$ cat src/rtl/aes_engine_ctrl_pkg.sv
// Shared types for the AES engine controller: engine control/flag records and FSM states.
package aes_engine_ctrl_pkg;

    localparam int AES_BLOCK_WORDS = 4;

    typedef struct packed {
        logic [1:0]   request_counter;
        logic         core_encode_decode;
        logic         core_init_key;
        logic         core_start;
        logic [255:0] core_key;
        logic         core_key_mode;
        logic         data_out_valid;
        logic         clear;
    } ctrl_engine_t;

    typedef struct packed {
        logic core_ready;
        logic core_done;
    } flags_engine_t;

    typedef enum logic [3:0] {
        IDLE,
        KEY_INIT,
        KEY_WAIT,
        LOAD,
        SETTLE,
        START,
        WAIT_CORE,
        CAPTURE,
        DRAIN,
        DONE
    } aes_ctrl_state_e;

endpackage

$ cat src/rtl/aes_engine_ctrl_if.sv
// Controller <-> datapath engine / streamer signals.
interface aes_engine_ctrl_if;
    import aes_engine_ctrl_pkg::*;

    ctrl_engine_t  ctrl;
    flags_engine_t flags;
    logic          in_hs;
    logic          out_ready;

    modport master (output ctrl, input flags, input in_hs, input out_ready);
    modport slave  (input ctrl, output flags, output in_hs, output out_ready);

endinterface

$ cat src/rtl/aes_engine_ctrl.sv
// Job sequencer for the AES datapath: key expansion, then per block load/start/capture/drain.
//
// state     | meaning
// IDLE      | waiting for start_i
// KEY_INIT  | pulse core_init_key once the core is ready
// KEY_WAIT  | key expansion in progress
// LOAD      | accept 4 input words
// SETTLE    | engine moves its input buffer into core_input
// START     | pulse core_start once the core is ready
// WAIT_CORE | block in flight, guarded by the timeout
// CAPTURE   | engine latches the result
// DRAIN     | present 4 output words
// DONE      | job-complete pulse
module aes_engine_ctrl
    import aes_engine_ctrl_pkg::*;
#(
    parameter int NB_W        = 16,
    parameter int TIMEOUT_CYC = 1024
) (
    input  logic                 clk_i,
    input  logic                 rst_ni,
    input  logic                 start_i,
    input  logic                 clear_i,
    input  logic [255:0]         cfg_key_i,
    input  logic                 cfg_key_mode_i,
    input  logic                 cfg_encdec_i,
    input  logic [NB_W-1:0]      cfg_num_blocks_i,
    aes_engine_ctrl_if.master    eng,
    output logic                 busy_o,
    output logic                 done_o,
    output logic                 err_o,
    output logic [NB_W-1:0]      blocks_done_o
);

    localparam int         TW     = $clog2(TIMEOUT_CYC);
    localparam logic [1:0] LAST_W = 2'(AES_BLOCK_WORDS - 1);

    aes_ctrl_state_e state_q, state_d;
    ctrl_engine_t    ctrl_d;
    logic [1:0]      w_q;
    logic [NB_W-1:0] blk_q, nblk_q;
    logic [255:0]    key_q;
    logic            mode_q, encdec_q;
    logic [TW-1:0]   tmo_q;
    logic            err_q, abort_q, done_q, skip_q;
    logic            start_acc, last_in, last_out, tmo_hit;

    assign start_acc = (state_q == IDLE) && start_i && !clear_i;
    assign last_in   = (state_q == LOAD) && eng.in_hs && (w_q == LAST_W);
    assign last_out  = (state_q == DRAIN) && eng.out_ready && (w_q == LAST_W);
    assign tmo_hit   = (state_q == WAIT_CORE) && !eng.flags.core_done && (tmo_q == '0);

    always_ff @(posedge clk_i or negedge rst_ni) begin
        if (!rst_ni) state_q <= IDLE;
        else         state_q <= state_d;
    end

    always_comb begin
        state_d = state_q;
        if (clear_i) begin
            state_d = IDLE;
        end else begin
            unique case (state_q)
                IDLE:      if (start_i) state_d = (cfg_num_blocks_i == '0) ? DONE : KEY_INIT;
                KEY_INIT:  if (eng.flags.core_ready) state_d = KEY_WAIT;
                // ready is still stale in the first KEY_WAIT cycle
                KEY_WAIT:  if (!skip_q && eng.flags.core_ready) state_d = LOAD;
                LOAD:      if (last_in) state_d = SETTLE;
                SETTLE:    state_d = START;
                START:     if (eng.flags.core_ready) state_d = WAIT_CORE;
                WAIT_CORE: begin
                    if (eng.flags.core_done) state_d = CAPTURE;
                    else if (tmo_hit)        state_d = IDLE;
                end
                CAPTURE:   state_d = DRAIN;
                DRAIN:     if (last_out) state_d = ((blk_q + NB_W'(1)) == nblk_q) ? DONE : LOAD;
                DONE:      state_d = IDLE;
                default:   state_d = IDLE;
            endcase
        end
    end

    always_comb begin
        ctrl_d                    = '0;
        ctrl_d.core_key           = key_q;
        ctrl_d.core_key_mode      = mode_q;
        ctrl_d.core_encode_decode = encdec_q;
        ctrl_d.clear              = (state_q == DONE) || abort_q;
        unique case (state_q)
            KEY_INIT: ctrl_d.core_init_key = eng.flags.core_ready && !clear_i;
            LOAD:     ctrl_d.request_counter = w_q;
            START:    ctrl_d.core_start = eng.flags.core_ready && !clear_i;
            DRAIN: begin
                ctrl_d.request_counter = w_q;
                ctrl_d.data_out_valid  = !clear_i;
            end
            default: ;
        endcase
    end

    assign eng.ctrl      = ctrl_d;
    assign busy_o        = (state_q != IDLE);
    assign done_o        = done_q;
    assign err_o         = err_q;
    assign blocks_done_o = blk_q;

    always_ff @(posedge clk_i or negedge rst_ni) begin
        if (!rst_ni) begin
            w_q      <= '0;
            blk_q    <= '0;
            nblk_q   <= '0;
            key_q    <= '0;
            mode_q   <= 1'b0;
            encdec_q <= 1'b0;
            tmo_q    <= '0;
            err_q    <= 1'b0;
            abort_q  <= 1'b0;
            done_q   <= 1'b0;
            skip_q   <= 1'b0;
        end else begin
            abort_q <= clear_i || tmo_hit;
            done_q  <= (state_q == DONE) && !clear_i;
            skip_q  <= (state_q == KEY_INIT);
            if (clear_i) begin
                w_q   <= '0;
                blk_q <= '0;
                err_q <= 1'b0;
            end else begin
                if (start_acc) begin
                    key_q    <= cfg_key_i;
                    mode_q   <= cfg_key_mode_i;
                    encdec_q <= cfg_encdec_i;
                    nblk_q   <= cfg_num_blocks_i;
                    blk_q    <= '0;
                    w_q      <= '0;
                    err_q    <= 1'b0;
                end
                // the 2-bit word index wraps from 3 to 0 on its own
                if (((state_q == LOAD) && eng.in_hs) || ((state_q == DRAIN) && eng.out_ready))
                    w_q <= w_q + 2'd1;
                if (last_out) blk_q <= blk_q + NB_W'(1);
                if (state_q == START)
                    tmo_q <= TW'(TIMEOUT_CYC - 1);
                else if ((state_q == WAIT_CORE) && (tmo_q != '0))
                    tmo_q <= tmo_q - TW'(1);
                if (tmo_hit) err_q <= 1'b1;
            end
        end
    end

endmodule

$ cat src/flat_wrapper.sv
// flat-port wrapper written by rule: the top's interface ports become plain ports
module aes_engine_ctrl_flat import aes_engine_ctrl_pkg::*;
#(
    parameter int NB_W        = 16,
    parameter int TIMEOUT_CYC = 1024
)
  (clk_i, rst_ni, start_i, clear_i, cfg_key_i, cfg_key_mode_i, cfg_encdec_i, cfg_num_blocks_i, busy_o, done_o, err_o, blocks_done_o, eng_ctrl, eng_flags, eng_in_hs, eng_out_ready);
  aes_engine_ctrl_if eng_i ();
  input  logic clk_i;
  input  logic rst_ni;
  input  logic start_i;
  input  logic clear_i;
  input  logic [255:0] cfg_key_i;
  input  logic cfg_key_mode_i;
  input  logic cfg_encdec_i;
  input  logic [NB_W-1:0] cfg_num_blocks_i;
  output logic busy_o;
  output logic done_o;
  output logic err_o;
  output logic [NB_W-1:0] blocks_done_o;
  output wire logic [$bits(eng_i.ctrl)-1:0] eng_ctrl;
  input wire logic [$bits(eng_i.flags)-1:0] eng_flags;
  input wire logic [$bits(eng_i.in_hs)-1:0] eng_in_hs;
  input wire logic [$bits(eng_i.out_ready)-1:0] eng_out_ready;
  assign eng_ctrl = eng_i.ctrl;
  assign eng_i.flags = eng_flags;
  assign eng_i.in_hs = eng_in_hs;
  assign eng_i.out_ready = eng_out_ready;
  aes_engine_ctrl #(.NB_W(NB_W), .TIMEOUT_CYC(TIMEOUT_CYC)) u_core (.clk_i(clk_i), .rst_ni(rst_ni), .start_i(start_i), .clear_i(clear_i), .cfg_key_i(cfg_key_i), .cfg_key_mode_i(cfg_key_mode_i), .cfg_encdec_i(cfg_encdec_i), .cfg_num_blocks_i(cfg_num_blocks_i), .eng(eng_i), .busy_o(busy_o), .done_o(done_o), .err_o(err_o), .blocks_done_o(blocks_done_o));
endmodule
$ cat config.mk
export PLATFORM = sky130hd
export DESIGN_NAME = aes_engine_ctrl_flat
export DESIGN_NICKNAME = d
export VERILOG_FILES = /design/src/rtl/aes_engine_ctrl_pkg.sv /design/src/rtl/aes_engine_ctrl_if.sv /design/src/rtl/aes_engine_ctrl.sv /design/src/flat_wrapper.sv
export SDC_FILE = /design/constraint.sdc
export NUM_CORES = 1
export LEC_CHECK = 0
export ABC_CLOCK_PERIOD_IN_PS = 3100
export CORE_AREA = 2 2 217 219
export DETAILED_ROUTE_END_ITERATION = 16
export DIE_AREA = 0 0 219 221
export PLACE_DENSITY = 0.58
export SLEW_MARGIN = 20
export SYNTH_ARGS = -nofsm -noshare
export SYNTH_HDL_FRONTEND = slang
export SYNTH_SLANG_ARGS = --single-unit
$ cat constraint.sdc
create_clock -name clk_i -period 3.1 [get_ports clk_i]
set_input_delay 0.93 -clock clk_i [delete_from_list [all_inputs] [get_ports clk_i]]
set_output_delay 0.93 -clock clk_i [all_outputs]
set_load 0.01 [all_outputs]
=== Word level (Yosys, flattened, before mapping) ===
Cells that the tools add are included.
Widths: inputs -> output; s select.

* Reductions and logical operators: 31
* Add/subtract/negate cells: 3
* Bitwise logic cells: 1
* Eq/ne operators: 18
* Muxes and demuxes: 27

{| class="wikitable"
|+ Operators by type and width
! operator !! count
|-
| $mux 16 || 3
|-
| $mux 4 || 11
|-
| $pmux 4 s9 || 1
|-
| $mux 10 || 2
|-
| $add 16x1->16 const B || 1
|-
| $eq 16x16->1 || 1
|-
| $eq 4x3->1 const B || 4
|-
| $logic_not 16->1 || 1
|-
| $logic_and 1x1->1 || 12
|-
| $logic_not 10->1 || 1
|-
| $reduce_bool 10->1 || 1
|-
| $sub 10x1->10 const B || 1
|-
| $ne 3x2->1 const B || 3
|-
| $ne 3x3->1 const B || 3
|-
| $reduce_bool 3->1 || 3
|-
| $eq 4x2->1 const B || 2
|-
| $eq 4x4->1 const B || 2
|-
| $mux 2 || 4
|-
| $reduce_and 7->1 || 1
|-
| $mux 1 || 6
|-
| $eq 4x1->1 const B || 1
|-
| $logic_not 4->1 || 1
|-
| $ne 4x3->1 const B || 1
|-
| $reduce_and 2->1 || 2
|-
| other kinds (8) || 12
|}

* Flip-flop bits (word level): 310
* Word-level logic and storage cells: 92
* Output and inout port bits: 283

=== Depth between registers and ports, before layout ===
* Depth after elaboration: 7
* Gate-level depth with buffers: 8
* Mapped depth without buffers: 8

=== Worst setup path before layout ===
No wires, ideal clock.

* Path kind: input port to output port
* Start point: in clear_i
* End point: out eng_ctrl[259]
* Arrival: 1.659 ns
* Required time: 2.170 ns
* Path buffers: 1
* Stages: 5
* Setup slack: 0.511 ns
* Path through: inv_1 -> and3_1 -> nand2b_1 -> clkbuf_1 -> nor2_1

* Cells in the longest elaborated chain, start to end: 3

{| class="wikitable"
|+ RTL lines
! what !! RTL line !! RTL
|-
| from (decl) || flat_wrapper.sv:12 || <nowiki>input logic clear_i;</nowiki>
|-
| $logic_not 1->1 || aes_engine_ctrl.sv:92 || <nowiki>START: ctrl_d.core_start = eng.flags.core_ready && !clear_i;</nowiki>
|-
| $logic_and 1x1->1 || aes_engine_ctrl.sv:92 ||
|-
| $mux 1 || aes_engine_ctrl.sv:89 || <nowiki>unique case (state_q)</nowiki>
|-
| to (decl) || flat_wrapper.sv:21 || <nowiki>output wire logic [$bits(eng_i.ctrl)-1:0] eng_ctrl;</nowiki>
|}

Every way passes these cells.

=== Worst setup path in the final report ===
* Start point: in clear_i
* End point: out eng_ctrl[260]

* Cells in the longest elaborated chain, start to end: 3

{| class="wikitable"
|+ RTL lines
! what !! RTL line !! RTL
|-
| $logic_not 1->1 || aes_engine_ctrl.sv:90 || <nowiki>KEY_INIT: ctrl_d.core_init_key = eng.flags.core_ready && !clear_i;</nowiki>
|-
| $logic_and 1x1->1 || aes_engine_ctrl.sv:90 ||
|-
| $mux 1 || aes_engine_ctrl.sv:89 ||
|}

Every way passes these cells.

==> metrics.txt <==
status=completed; post-route antenna net violation count=0; Residual DRC=0; FF-to-FF path depth=7; HP Class=input pin to async pin; die span in x=219 um; ratio of cells with drive above 1 in the final layout=0.259; clk_lat worst skew=0.53 ns; synthesized instance count=around 900; final-stage net count=roughly 1.8k; RSZ-0062 raised after global routing=no; Fin Clk Skew=roughly 0.012 ns; Tot Pwr=between 15000 and 20000 uW; clock sink total=a little over 300; Post-Layout Cell Count=approximately 2.1k; Final Cell Area=about 21000 sq um; synthesized cell area=approximately 13000 sq um; post-layout min period=around 3 ns; most frequent cells in the layout=clkdlybuf4s50_1 (560), dfrtp_1 (307), mux2_2 (275), clkbuf_16 (37), nor2_1 (30); Via density=around 4.5; Die ar.=about 48000 sq um; clock buffer count from CTS=37; most common flop cell mapped by yosys=dfrtp_1; min setup slack post-route=roughly 0.086 ns; starting utilization of the core area=0.276; P_leak=0.00848 uW; CP required=around 2.2 ns; via count=9497; ys async rst share=1.00; initial DRC count=409; CP Launch Type=input pin; Max IR drop VDD=between 0.0004 and 0.0005 V; initial antenna violation count=3; Post-synth EDFFs=0; Netlist cell types=59; Yosys warnings=0; max-slew violations=0; WP data arrival=2.08 ns; Hold WS=between 0.3 and 0.4 ns; core area=46100 sq um; Rows=approximately 80; measured slew at the worst slew-check pin=around 0.62 ns; Die Ht=around 220 um; Seq cells post-synth=a little over 300; final setup violation count=0; DRT Pass-1 Iters=4; IO Port Bufs=around 560; Congestion Overflow GR=0; final hold violations=0; Syn Nets=roughly 1.2k; Clk Tree Root Cell=clkbuf_16; Cells after DPL=between 2k and 2.5k; WL final=approximately 42 mm; HPWL after DPL=32.0 mm; synth-to-layout area growth=62.4%; DP Area=slightly below 20000 sq um; number of global-route vias before repair=10.1k; clk buf depth=3; FMAX=~330 MHz; register area share after synthesis=0.610; r2r startpoint=u_core.blocks_done_o[0]$_DFFE_PN0P_; Rel. slew slack=0.580; Reg clk slew, reported paths=about 0.050 ns; total of max-cap violations=0; fin crit share=0.972; FF-to-FF End=u_core.state_q[1]$_DFFE_PN0P_; WL/cell=a little under 20 um; CTS tree=done; first-pass GRT wire length=roughly 64 mm; Power Density=between 800 and 900 nW/um^2; largest fanout on the critical path=3; GRT Total Usage=0.172; CTS H-Tree Depth=2; crit end category=output port; largest net degree at the start of global routing=68; CP Class=input pin to output port; RD Place Congestion=~0.84; R2R Setup Slk=about 0.45 ns; # fillers=between 4k and 5k; Ports=between 500 and 600; Setup WS pre-CTS=-0.166 ns; commonest non-fill, non-tap cell in the layout=clkdlybuf4s50_1; Mean Syn Cell Area=about 14 sq um
how the worst max path moves through the flow:
stage                                       start       endpoint  slack [ns]  cells past startpoint
finish                                    clear_i  eng_ctrl[260]        0.09                      5
detailed placement                        clear_i  eng_ctrl[259]       -0.17                      6
global route                              clear_i  eng_ctrl[259]       0.009                      6
floorplan                                 clear_i  eng_ctrl[259]        0.51                      5
global placement                          clear_i  eng_ctrl[259]       -0.17                      6
CTS                 u_core.state_q[0]$_DFFE_PN0P_  eng_ctrl[262]        0.03                      6
registers in the layout, summed over array words and instances (netlist names), 2 cells and up:
signal / count
u_core.blocks_done_o: 16
u_core.key_q: 256
u_core.nblk_q: 16
u_core.state_q: 4
u_core.tmo_q: 10
u_core.w_q: 2
kinds of logic after synthesis:
logic type | Yosys count | share of synthesized area
xor+xnor | 33 | 0.0239
compound gates | 76 | 0.0374
fa+ha+maj | 3 | 0.00295
mux | 275 | 0.244
buf+inv | 56 | 0.0214
flops | 310 | 0.610
simple gates | 142 | 0.0607
through the flow:
stage | TNS, ns | utilization
final | 0 | 0.448
after global routing | 0 | 0.448
after CTS | 0 | 0.448
after detailed placement | -0.341 | 0.420
after global placement | -0.369 | 0.420
after floorplan | 0 | -
worst max-delay path, stage by stage:
cell	delay (ns)
clkdlybuf4s50_1	0.49
inv_1	0.06
and3_1	0.16
and3_1	0.17
dlygate4sd2_1	0.28
metal layers:
metal | wire (um) | global-route usage | share of wire | vias to the layer above
met5 | 11 | 0 | 0.00026 | -
met3 | 3550 | 0.0575 | 0.085 | 54
met4 | 911 | 0.0514 | 0.022 | 2
li1 | - | - | - | 4391
met2 | 21200 | 0.297 | 0.51 | 328
met1 | 16200 | 0.200 | 0.39 | 4722
area by class of cell:
cell class	count	area, sq um	area share
antenna	2	5.00	0.000242
clock buffer	56	1120	0.0541
clock inverter	10	135	0.00655
inverter	10	37.5	0.00182
multi-input combinational	529	4690	0.227
sequential	310	7760	0.376
tap	607	759	0.0368
timing repair buffer	605	6140	0.297
cells in the mapped netlist, drive strengths merged (4+ instances only):
master / count / area, sq um
o21ai: 24 / 120
nand2b: 6 / 37.5
xor2: 7 / 68.8
mux2: 275 / 3100
nor2b: 6 / 37.5
or3: 7 / 45.1
a21oi: 21 / 105
clkbuf: 10 / 37.5
nand4: 8 / 56.3
buf: 36 / 196
nand3: 12 / 65.1
and3: 7 / 45.1
nor4: 11 / 81.3
and2: 4 / 25.0
nand2: 26 / 97.6
xnor2: 26 / 235
a31oi: 5 / 31.3
o211ai: 4 / 30.0
nor3: 12 / 60.1
nor2: 30 / 113
inv: 10 / 37.5
dfrtp: 310 / 7760
o22ai: 4 / 25.0
report_power, final:
| part | internal, uW | switching (uW) |
|---|---|---|
| clock | 2740 | 1720 |
| sequential | 5660 | 875 |
| combinational | 4340 | 2670 |
repair_timing:
action                     in CTS  in global routing
buffers inserted                3                  2
hold buffers                    0                  0
gates resized for setup         5                  2
pin swaps                       0                  0
setup endpoints to repair       6                  3
No activity file was read; power rests on OpenSTA's default activity.
